## src/rtl/vga_text_avl_writer.sv

```systemverilog
// Avalon-MM master that feeds a character stream into the VGA text-mode VRAM.
// Handles cursor tracking, CR/LF/backspace, full-screen clear and hardware scrolling.
`timescale 1ns/1ps
module vga_text_avl_writer #(
  parameter int          COLS       = 80,
  parameter int          ROWS       = 30,
  parameter int          CTRL_ADDR  = 600,
  parameter logic [31:0] CTRL_INIT  = 32'h01FF_E000,
  parameter logic [7:0]  BLANK_CHAR = 8'h20
) (
  input  logic        CLK,
  input  logic        RESET,
  input  logic        CHAR_VALID,
  input  logic [7:0]  CHAR_DATA,
  output logic        CHAR_READY,
  input  logic        CLEAR,
  output logic        BUSY,
  output logic [6:0]  CURSOR_COL,
  output logic [4:0]  CURSOR_ROW,
  output logic [9:0]  AVM_ADDR,
  output logic        AVM_READ,
  output logic        AVM_WRITE,
  output logic [3:0]  AVM_BYTE_EN,
  output logic [31:0] AVM_WRITEDATA,
  input  logic [31:0] AVM_READDATA,
  input  logic        AVM_WAITREQUEST,
  input  logic        AVM_READDATAVALID
);

  typedef enum logic [2:0] {
    S_INIT_CTRL, S_CLR, S_IDLE, S_PUT, S_SCR_RD, S_SCR_WAIT, S_SCR_WR, S_SCR_CLR
  } state_t;

  localparam int          WORDS         = ROWS * COLS / 4;
  localparam int          ROW_WORDS     = COLS / 4;
  localparam logic [9:0]  LAST_WORD     = 10'(WORDS - 1);
  localparam logic [9:0]  LAST_SCR_WORD = 10'(WORDS - ROW_WORDS - 1);
  localparam logic [9:0]  ROW_WORDS_W   = 10'(ROW_WORDS);
  localparam logic [6:0]  LAST_COL      = 7'(COLS - 1);
  localparam logic [4:0]  LAST_ROW      = 5'(ROWS - 1);
  localparam logic [31:0] BLANK_WORD    = {4{BLANK_CHAR}};

  state_t      r_state, w_next;
  logic [6:0]  r_col;
  logic [4:0]  r_row;
  logic [9:0]  r_wordCnt;
  logic [7:0]  r_char;
  logic        r_noAdvance;
  logic [31:0] r_rdData;
  logic        r_armed;
  logic        w_done, w_accept, w_lastRow, w_lastCol;
  logic [11:0] w_index;

  assign w_done     = !AVM_WAITREQUEST;
  assign w_accept   = CHAR_VALID && CHAR_READY;
  assign w_lastRow  = (r_row == LAST_ROW);
  assign w_lastCol  = (r_col == LAST_COL);
  assign w_index    = ({7'd0, r_row} * 12'(COLS)) + {5'd0, r_col};
  assign CHAR_READY = (r_state == S_IDLE) && !CLEAR;
  assign BUSY       = (r_state != S_IDLE);
  assign CURSOR_COL = r_col;
  assign CURSOR_ROW = r_row;

  always_ff @(posedge CLK) begin
    if (RESET) r_state <= S_INIT_CTRL;
    else       r_state <= w_next;
  end

  always_comb begin
    w_next = r_state;
    case (r_state)
      S_INIT_CTRL: if (r_armed && w_done) w_next = S_CLR;
      S_CLR:       if (w_done && r_wordCnt == LAST_WORD) w_next = S_IDLE;
      S_IDLE: begin
        if (CLEAR) w_next = S_CLR;
        else if (w_accept) begin
          case (CHAR_DATA)
            8'h0A:   if (w_lastRow) w_next = S_SCR_RD;
            8'h0D:   w_next = S_IDLE;
            8'h08:   if (r_col != 7'd0) w_next = S_PUT;
            default: w_next = S_PUT;
          endcase
        end
      end
      S_PUT: begin
        if (w_done) begin
          if (!r_noAdvance && w_lastCol && w_lastRow) w_next = S_SCR_RD;
          else                                        w_next = S_IDLE;
        end
      end
      S_SCR_RD:   if (w_done) w_next = S_SCR_WAIT;
      S_SCR_WAIT: if (AVM_READDATAVALID) w_next = S_SCR_WR;
      S_SCR_WR:   if (w_done) w_next = (r_wordCnt == LAST_SCR_WORD) ? S_SCR_CLR : S_SCR_RD;
      S_SCR_CLR:  if (w_done && r_wordCnt == LAST_WORD) w_next = S_IDLE;
      default:    w_next = S_INIT_CTRL;
    endcase
  end

  // Cursor, word counter and latched glyph follow the transitions chosen above.
  always_ff @(posedge CLK) begin
    if (RESET) begin
      r_col       <= '0;
      r_row       <= '0;
      r_wordCnt   <= '0;
      r_char      <= '0;
      r_noAdvance <= 1'b0;
      r_rdData    <= '0;
      r_armed     <= 1'b0;
    end else begin
      r_armed <= 1'b1;
      case (r_state)
        S_INIT_CTRL: if (r_armed && w_done) r_wordCnt <= '0;
        S_CLR: begin
          if (w_done) begin
            if (r_wordCnt == LAST_WORD) begin
              r_wordCnt <= '0;
              r_col     <= '0;
              r_row     <= '0;
            end else begin
              r_wordCnt <= r_wordCnt + 10'd1;
            end
          end
        end
        S_IDLE: begin
          if (CLEAR) r_wordCnt <= '0;
          else if (w_accept) begin
            case (CHAR_DATA)
              8'h0A: begin
                r_col <= '0;
                if (w_lastRow) r_wordCnt <= '0;
                else           r_row     <= r_row + 5'd1;
              end
              8'h0D: r_col <= '0;
              8'h08: begin
                if (r_col != 7'd0) begin
                  r_col       <= r_col - 7'd1;
                  r_char      <= BLANK_CHAR;
                  r_noAdvance <= 1'b1;
                end
              end
              default: begin
                r_char      <= CHAR_DATA;
                r_noAdvance <= 1'b0;
              end
            endcase
          end
        end
        S_PUT: begin
          if (w_done && !r_noAdvance) begin
            if (w_lastCol) begin
              r_col <= '0;
              if (w_lastRow) r_wordCnt <= '0;
              else           r_row     <= r_row + 5'd1;
            end else begin
              r_col <= r_col + 7'd1;
            end
          end
        end
        S_SCR_WAIT: if (AVM_READDATAVALID) r_rdData <= AVM_READDATA;
        S_SCR_WR:   if (w_done) r_wordCnt <= r_wordCnt + 10'd1;
        S_SCR_CLR: begin
          if (w_done) r_wordCnt <= (r_wordCnt == LAST_WORD) ? 10'd0 : r_wordCnt + 10'd1;
        end
        default: ;
      endcase
    end
  end

  // The control write waits one cycle after reset so the bus is idle on the reset edge.
  always_comb begin
    AVM_READ      = 1'b0;
    AVM_WRITE     = 1'b0;
    AVM_ADDR      = '0;
    AVM_BYTE_EN   = '0;
    AVM_WRITEDATA = '0;
    case (r_state)
      S_INIT_CTRL: begin
        if (r_armed) begin
          AVM_WRITE     = 1'b1;
          AVM_ADDR      = 10'(CTRL_ADDR);
          AVM_BYTE_EN   = 4'hF;
          AVM_WRITEDATA = CTRL_INIT;
        end
      end
      S_CLR, S_SCR_CLR: begin
        AVM_WRITE     = 1'b1;
        AVM_ADDR      = r_wordCnt;
        AVM_BYTE_EN   = 4'hF;
        AVM_WRITEDATA = BLANK_WORD;
      end
      S_PUT: begin
        AVM_WRITE     = 1'b1;
        AVM_ADDR      = w_index[11:2];
        AVM_BYTE_EN   = 4'b0001 << w_index[1:0];
        AVM_WRITEDATA = {4{r_char}};
      end
      S_SCR_RD: begin
        AVM_READ    = 1'b1;
        AVM_ADDR    = r_wordCnt + ROW_WORDS_W;
        AVM_BYTE_EN = 4'hF;
      end
      S_SCR_WR: begin
        AVM_WRITE     = 1'b1;
        AVM_ADDR      = r_wordCnt;
        AVM_BYTE_EN   = 4'hF;
        AVM_WRITEDATA = r_rdData;
      end
      default: ;
    endcase
  end

endmodule

```

## config.mk

```make
export PLATFORM = sky130hd
export DESIGN_NAME = vga_text_avl_writer
export DESIGN_NICKNAME = d
export VERILOG_FILES = /design/src/rtl/vga_text_avl_writer.sv
export SDC_FILE = /design/constraint.sdc
export NUM_CORES = 1
export LEC_CHECK = 0
export BUFFER_PORTS_ARGS = -buffer_cell sky130_fd_sc_hd__buf_2
export CAP_MARGIN = 20
export CORE_MARGIN = 8
export CORE_UTILIZATION = 49
export DETAILED_ROUTE_END_ITERATION = 8
export PLACE_DENSITY_LB_ADDON = 0.1
export SYNTH_ARGS = -nofsm -noshare
export SYNTH_HDL_FRONTEND = slang
export SYNTH_SLANG_ARGS = --single-unit
```

## constraint.sdc

```tcl
create_clock -name CLK -period 2.2 [get_ports CLK]
set_input_delay 0.22 -clock CLK [delete_from_list [all_inputs] [get_ports CLK]]
set_output_delay 0.22 -clock CLK [all_outputs]
set_load 0.02 [all_outputs]
```

# Yosys cells after proc, flatten, opt, wreduce, memory -nomap -nowiden
# Index checks and enable logic that the tools add are counted.
[totals]
regBits = 67
inputBits = 46
output_inout_bits = 62
wordCells = 136
[classes]
addsub = 6
n_mul = 1
eq_ne = 36
shifts = 1
n_mux = 57
bitwise = 2
n_reduce_logical = 25
[op_table]
columns = ["cell", "n"]
rows = [
  ["one-hot mux 32 bit (4 select lines)", 1],
  ["2-to-1 mux 10 bit", 11],
  ["one-hot mux 10 bit (5 select lines)", 1],
  ["2-to-1 mux 7 bit", 7],
  ["2-to-1 mux 5 bit", 8],
  ["one-hot mux 10 bit (4 select lines)", 1],
  ["2-to-1 mux 3 bit", 11],
  ["inequality test 2 bit, second input constant", 13],
  ["2-to-1 mux 25 bit", 1],
  ["equality test 8 x 4 -> 1 bit, second input constant", 3],
  ["AND reduction 8 bit", 3],
  ["one-hot mux 3 bit (7 select lines)", 1],
  ["one-hot mux 7 bit (3 select lines)", 1],
  ["equality test 10 bit, second input constant", 2],
  ["one-hot mux 8 bit (2 select lines)", 1],
  ["one-hot mux 5 bit (3 select lines)", 1],
  ["one-hot mux 7 bit (2 select lines)", 1],
  ["adder 12 x 7 -> 12 bit", 1],
  ["equality test 3 bit, second input constant", 4],
  ["one-hot mux 4 bit (3 select lines)", 1],
  ["adder 10 x 1 -> 10 bit, second input constant", 1],
  ["adder 10 x 5 -> 10 bit, second input constant", 1],
  ["inequality test 3 x 2 -> 1 bit, second input constant", 3],
  ["one-hot mux 3 bit (3 select lines)", 1],
  ["30 further kinds", 49],
]

# Depth between registers and ports, before layout
# Gate-level depths: netlist of the first run.
[logic_depth]
ltp_word = 6
ltp_mapped = 9
mapped_depth_nobuf = 9

# Worst setup path after synthesis of the first run
# OpenSTA, ideal clock, no wires.
[synth_timing]
path_kind = "reg2out"
start = "reg r_row[1] (netlist: CURSOR_ROW[1])"
end = "out AVM_ADDR[7]"
arrival_time_ps = 2356
required_ps = 1980
path_slack_ps = -376
stages_incl_launch_ff = 9
cell_sequence = "dfxtp_1 ha_1 ha_1 inv_1 fa_1 nor3b_1 xor2_1 nand2_1 o311ai_0"
[synth_via]
elab_chain_cells = 3
[synth_lines]
columns = ["item", "line", "text"]
rows = [
  ["from (decl)", "45", "logic [4:0] r_row;"],
  ["from (signal assigned)", "131", "else r_row <= r_row + 5'd1;"],
  ["from (signal assigned)", "153", "else r_row <= r_row + 5'd1;"],
  ["multiplier 5 x 3 -> 8 bit", "58", "assign w_index = ({7'd0, r_row} * 12'(COLS)) + {5'd0, r_col};"],
  ["adder 12 x 7 -> 12 bit", "58", ""],
  ["one-hot mux 10 bit (4 select lines)", "176", "case (r_state)"],
  ["to (decl)", "20", "output logic [9:0] AVM_ADDR,"],
]
# No other way between the ends.

# Worst setup path in the final report of the first run
[layout_timing]
start = "reg r_row[1] (netlist: CURSOR_ROW[1])"
end = "out AVM_ADDR[8]"
# Same word-level chain as after synthesis.

==> impl_metrics.csv, run 1 <==
group,metric,value,unit
synth,ys_seq_area_share,29.4,%
hold_path,hold_start,"AVM_READDATA[9]",
die,ioPinCount,108,
timing,fmax,372,MHz
power,seqPwrFrac,38.9,%
place,dp_hpwl,11300,um
detailed_routing,drt_wl_total,15200,um
detailed_routing,highest_layer,"met4",
clocking,clock_latency,350,ps
global_routing,gr-total-overflow,0,
power,p_sw_share,33.8,%
detailed_routing,drt_iter0_drc,448,
place,place_area,5560,um2
synth,ys_warn_count,0,
status,violations,"negative setup slack",
worst_setup_path,arrival,2470,ps
detailed_routing,drc,0,
timing,tightestPinTransition,510,ps
worst_setup_path,r2r_slack,80,ps
place,port_buffers,107,
detailed_routing,dr_wl_met2,7280,um
timing,period_share,122,%
global_routing,grt_max_degree,38,
die,initial_core_util,49.9,%
clocking,cts_buffer_depth,2,
worst_setup_path,r2r_cells,10,
cells_and_area,n_antenna_cell,0,
synth,yosysUniqueCellTypes,68,
place,dp_cells,859,
place,gp_congestion,0.893,
job,maxCapViolCount,0,
worst_setup_path,worst-path-max-fanout,3,
cells_and_area,postLayoutCoreUtil,66.7,%
worst_setup_path,r2r-start,"CURSOR_ROW[1]",
timing,slew_violations,0,
timing,period_needed,2690,ps
clocking,cts_root_buffer,"clkbuf_8",
cells_and_area,fillers,798,
power,p_sw,1.07,mW
cells_and_area,final_cell_mix,"132 x nand2_1, 103 x buf_2, 76 x a21oi_1",
detailed_routing,vias,5133,
synth,avgSynthCellArea,7.22,um2
worst_setup_path,cp.required,1980,ps
cells_and_area,fin_area,6110,um2
detailed_routing,ant_nets,0,
die,core,9150,um2
timing,fin_ws,-490,ps
timing,hold_viol_final,0,
power,combinationalPowerShare,26.3,%
status,status,"complete, but fails checks",
detailed_routing,firstDrtPassIters,5,
power,cell_internal_pwr,2.09,mW
cells_and_area,fin_cells,886,
cells_and_area,layout.nets,838,
timing,fin_skew,13.6,ps
cells_and_area,area_growth,33.9,%
clocking,clk_pin_slew,80,ps
synth,synth_edf_count,0,
cells_and_area,layout-drive-gt1-share,32.4,%
die,die_w,113,um
worst_setup_path,startpoint_type,"register",
detailed_routing,wl_met3,1100,um
detailed_routing,wirelength_met1,6470,um
worst_setup_path,critical_path_class,"register to output pin",
clocking,cts_made_buffers,9,
global_routing,grt_pass1_wl,24700,um
timing,maxSlewHeadroom,65.1,%
timing,rsz0062_at_grt,"true",
hold_path,worstHoldEndpoint,"r_rdData[9]",
timing,tns,-1630,ps
synth,netlist_instances,632,
worst_setup_path,r2r-end,"r_state[0]",
clocking,htreeDepth,3,
synth,synth-seq-cells,67,
clocking,postCtsHoldBufs,0,
synth,synthFlopType,"dfxtp_1",
power,pwr-share-clk,34.8,%
power,peakVddDrop,0.399,mV
detailed_routing,viasPerCell,5.79,
global_routing,grt_use_total,23.6,%
clocking,cts_tree,"built",
clocking,cts_sinks,67,
synth,syn_nets,700,
global_routing,grt_pass1_vias,5131,
synth,syn_area,4560,um2
timing,setup_viol,5,
die,die-area,12700,um2
detailed_routing,wl_per_cell,17.1,um
cells_and_area,layout_commonest_cell,"nand2_1",
synth,synthArstFlopShare,0,%
worst_setup_path,endpoint_kind,"output pin",
hold_path,holdPathStages,3,
global_routing,antenna_found_initial,0,
die,rows,35,
die,die_y,113,um
power,power_density,518,nW/um2
hold_path,hold_class,"input pin to register",
power,p_leak,2.64,nW
==> metrics by stage <==
stage	worst slack, ps	power, mW	hold slack (ps)
after floorplan	-72.5	1.74	356
after global placement	-143	2.02	441
after detailed placement	-257	2.03	446
after CTS	-529	3.15	94.7
after global routing	-559	3.30	97.2
final	-490	3.16	107
==> layer usage <==
layer  vias up  global-route usage (%)
li1       2525                       -
met1      2357                    28.2
met2       222                    39.4
met3        29                    5.85
met4         0                    9.80
met5         -                       0
==> cell families after synthesis <==
kind of cell	count (synthesis)	share of synthesized area, %
simple gates	275	28.4
compound gates	189	26.7
flops	67	29.4
buf+inv	61	5.37
fa+ha+maj	22	6.36
mux	10	2.22
xor+xnor	8	1.54
==> registers in the layout (all words and copies together) (netlist names) <==
name / count
r_armed: 1
r_state: 3
r_rdData: 32
CURSOR_ROW: 5
r_char: 8
r_wordCnt: 10
r_noAdvance: 1
CURSOR_COL: 7
==> power groups by stage <==
stage	combinational [mW]	sequential [mW]	clock, mW
floorplan	0.485	1.26	0
global placement	0.765	1.26	0
detailed placement	0.771	1.26	0
CTS	0.793	1.23	1.13
global route	0.901	1.23	1.16
finish	0.831	1.23	1.10
==> what timing repair did <==
item                       4_1_cts  5_1_grt
gates cloned                     0        1
buffers inserted                 1        8
setup endpoints to repair       35       52
pin swaps                       13       16
resized for setup               27       27
==> layout make-up <==
cell class,count,area (um2),area share [%]
Multi-Input combinational cell,504,3210,52.6
Sequential cell,67,1360,22.3
Timing Repair Buffer,173,1130,18.5
Tap cell,111,139,2.27
Clock buffer,10,138,2.25
Clock inverter,6,71.3,1.17
Inverter,15,60.1,0.983
==> how the worst max path moves through the flow <==
| stage | startpoint | endpoint | slack (ps) | cells past startpoint |
|---|---|---|---|---|
| after floorplan | CURSOR_ROW[1] | AVM_ADDR[9] | -70 | 8 |
| after global placement | CURSOR_ROW[1] | AVM_ADDR[8] | -140 | 10 |
| after detailed placement | CURSOR_ROW[3] | AVM_ADDR[8] | -260 | 10 |
| after CTS | CURSOR_ROW[1] | AVM_ADDR[8] | -530 | 10 |
| after global routing | CURSOR_ROW[3] | AVM_ADDR[9] | -560 | 9 |
| final | CURSOR_ROW[1] | AVM_ADDR[8] | -490 | 10 |
==> cell usage after synthesis, types with 3 or more instances <==
cell type / instances / area (um2)
o21a_1: 5 / 37.5
and2_1: 3 / 18.8
dfxtp_1: 67 / 1340
ha_1: 20 / 250
nor2b_1: 9 / 56.3
inv_1: 15 / 56.3
clkbuf_1: 36 / 135
nor2_1: 50 / 188
a22oi_1: 4 / 30.0
nor3b_1: 10 / 75.1
xnor2_1: 4 / 35.0
xor2_1: 4 / 35.0
a211oi_1: 3 / 22.5
mux2i_1: 9 / 90.1
a221o_1: 8 / 80.1
a31oi_1: 7 / 43.8
o21ai_0: 35 / 175
or3_1: 3 / 18.8
nand3_1: 15 / 75.1
nand2b_1: 4 / 25.0
a21o_1: 5 / 37.5
and3_1: 8 / 50.1
buf_1: 4 / 15.0
a22o_1: 8 / 70.1
o311ai_0: 3 / 26.3
nor3_1: 13 / 65.1
nand4_1: 9 / 56.3
buf_2: 4 / 20.0
o22ai_1: 3 / 18.8
a221oi_1: 5 / 43.8
a21oi_1: 78 / 390
nand2_1: 134 / 503
a32oi_1: 3 / 26.3
==> critical path: stages (launching register included) <==
cell	delay [ps]
dfxtp_4	360
ha_4	270
ha_4	130
inv_2	40
fa_2	360
xnor2_2	190
nor3b_2	220
xor2_1	190
nand2_1	120
o311ai_4	90
buf_6	160
Power figures use the tool's default switching activity.
==> inputs of run 2 (changes only) <==
Settings changed: CORE_ASPECT_RATIO from default to 0.7, CTS_CLUSTER_DIAMETER from default to 150.
==> run 2 against run 1 <==
Effect of this change: the run still ends with negative setup slack left; core utilization up 0.21 points; cell count up 1.2%; fmax up 2.1%; clock skew down 9.0 ps; global-route usage up 0.13 points; design area down 0.57%; flip-flop and latch count unchanged; critical path type unchanged; largest power group is now clock.
==> impl_metrics.csv, run 2 (synthesized netlist as in run 1, its figures left out) <==
group,metric,value,unit
worst_setup_path,endpoint,"AVM_ADDR[9]",
global_routing,grt_pass1_wl,25300,um
global_routing,grt_use_total,23.7,%
worst_setup_path,endpoint_kind,"output pin",
place,gp_congestion,0.867,
timing,period_needed,2630,ps
die,initial_core_util,50.3,%
die,die_w,131,um
cells_and_area,largest_reg_flops,32,
worst_setup_path,critical_path_class,"register to output pin",
global_routing,gr-total-overflow,0,
detailed_routing,firstDrtPassIters,5,
detailed_routing,ant_nets,0,
place,dp_worst_setup_slack,-180,ps
power,power_density,559,nW/um2
worst_setup_path,startpoint,"CURSOR_ROW[1]",
worst_setup_path,crit_family,"adder cells",
timing,rsz0062_at_grt,"true",
worst_setup_path,crit_path_max_incr_delay,580,ps
worst_setup_path,arrival,2410,ps
worst_setup_path,worst-path-max-fanout,3,
timing,hold_viol_final,0,
cells_and_area,fin_area,6070,um2
timing,fin_skew,4.64,ps
power,p_leak,2.64,nW
die,die-area,12700,um2
detailed_routing,drt_iter0_drc,496,
global_routing,antenna_found_initial,0,
timing,slew_violations,0,
power,peakVddDrop,0.427,mV
global_routing,grt_max_degree,30,
cells_and_area,fin_cells,897,
global_routing,grt_pass1_vias,4982,
timing,setup_viol,5,
clocking,clock_latency,330,ps
timing,fin_ws,-434,ps
clocking,htreeDepth,3,
worst_setup_path,r2r-start,"r_wordCnt[3]",
detailed_routing,wl_per_cell,17.4,um
cells_and_area,n_antenna_cell,0,
cells_and_area,postLayoutCoreUtil,67.0,%
timing,period_share,120,%
detailed_routing,drt_wl_total,15600,um
timing,tightestPinTransition,522,ps
die,core,9070,um2
detailed_routing,drc,0,
place,place_area,5620,um2
cells_and_area,layout-drive-gt1-share,31.3,%
clocking,cts_buffer_depth,2,
worst_setup_path,cp_num_cells,9,
place,dp_hpwl,11800,um
clocking,cts_root_buffer,"clkbuf_16",
worst_setup_path,slowest_stage,"fa_2",
worst_setup_path,r2r_slack,50,ps
detailed_routing,viasPerCell,5.81,
place,dp_cells,878,
clocking,cts_tree,"built",
worst_setup_path,path_common_cell,"ha_4",
detailed_routing,vias,5210,
die,ioPinCount,108,
status,violations,"negative setup slack",
worst_setup_path,crit_chain,"ha_4, ha_4, inv_2, fa_2, nor3b_4, nand3_1, a21oi_2, a2111o_1, buf_6",
timing,fmax,380,MHz
die,rows,29,
clocking,cts_made_buffers,9,
worst_setup_path,r2r-end,"CURSOR_ROW[3]",
cells_and_area,final_cell_mix,"133 x nand2_1, 102 x buf_2, 75 x a21oi_1",
die,die_y,96.7,um
power,power,3.39,mW
place,port_buffers,107,
worst_setup_path,cp.required,1980,ps
cells_and_area,layout_commonest_cell,"nand2_1",
hold_path,holdPathStages,3,
cells_and_area,area_growth,33.1,%
timing,tns,-1660,ps
timing,whs,125,ps
cells_and_area,top_register,"r_rdData",
cells_and_area,largestRegisters,"r_rdData (32), r_wordCnt (10), r_char (8)",
cells_and_area,layout.nets,837,
job,maxCapViolCount,0,
timing,maxSlewHeadroom,64.3,%
clocking,cts_sinks,67,
clocking,clk_pin_slew,50,ps
hold_path,hold_class,"input pin to register",
worst_setup_path,r2r_cells,8,
worst_setup_path,path_buf_inv,2,
worst_setup_path,startpoint_type,"register",
status,status,"complete, but fails checks",
run 2: cell types whose count changed in the layout (fill, tap and decap cells not counted), moves of 2 or more:
cell,before,now
inv_6,2,0
inv_1,11,13
buf_4,57,65
nor3b_4,0,2
nor3b_2,4,2
clkbuf_16,0,9
clkinv_2,0,3
xnor2_1,1,3
a21oi_2,1,3
clkbuf_8,10,1
buf_6,9,4
run 2: worst register-to-register path, delay by kind of cell (launching register included):
kind            cells  cell delay (ps)
flops               1              310
buf+inv             1              110
compound gates      2              530
fa+ha+maj           1              150
simple gates        4              960
run 2: layout make-up:
type,instances,area [um2]
repair buffers,172,1060
well taps,124,155
clock buffers,10,239
multi-input cells,504,3170
fillers,798,3000
flip-flops and latches,67,1360
inverters,15,56.3
clock inverters,5,30.0
run 2: where the power goes:
group | switching [mW] | internal (mW) | leakage [nW]
Sequential | 0.0159 | 1.22 | 0.546
Clock | 0.536 | 0.780 | 0.130
Combinational | 0.515 | 0.324 | 1.96
run 2: how the worst min path moves through the flow:
stage                                 from           end  slack (ps)
final                     AVM_READDATA[20]  r_rdData[20]         130
after detailed placement      r_rdData[31]  r_rdData[31]         450
after floorplan            AVM_READDATA[0]   r_rdData[0]         360
after global routing      AVM_READDATA[27]  r_rdData[27]         120
after CTS                  AVM_READDATA[4]   r_rdData[4]         110
after global placement         r_rdData[2]   r_rdData[2]         440
run 2: timing repair:
action	in CTS	in global routing
setup buffers	2	2
endpoints found under the setup margin	35	50
pin swaps	7	8
gates resized for setup	20	17
hold buffers	0	0
run 2: layer usage:
metal  vias to the layer above  track usage (%)  share of wire [%]
li1                       2526                -                  -
met1                      2439             32.7                 46
met2                       233             36.5                 45
met3                        12             5.27                8.2
met4                         0             6.07               0.89
met5                         -                0                  0
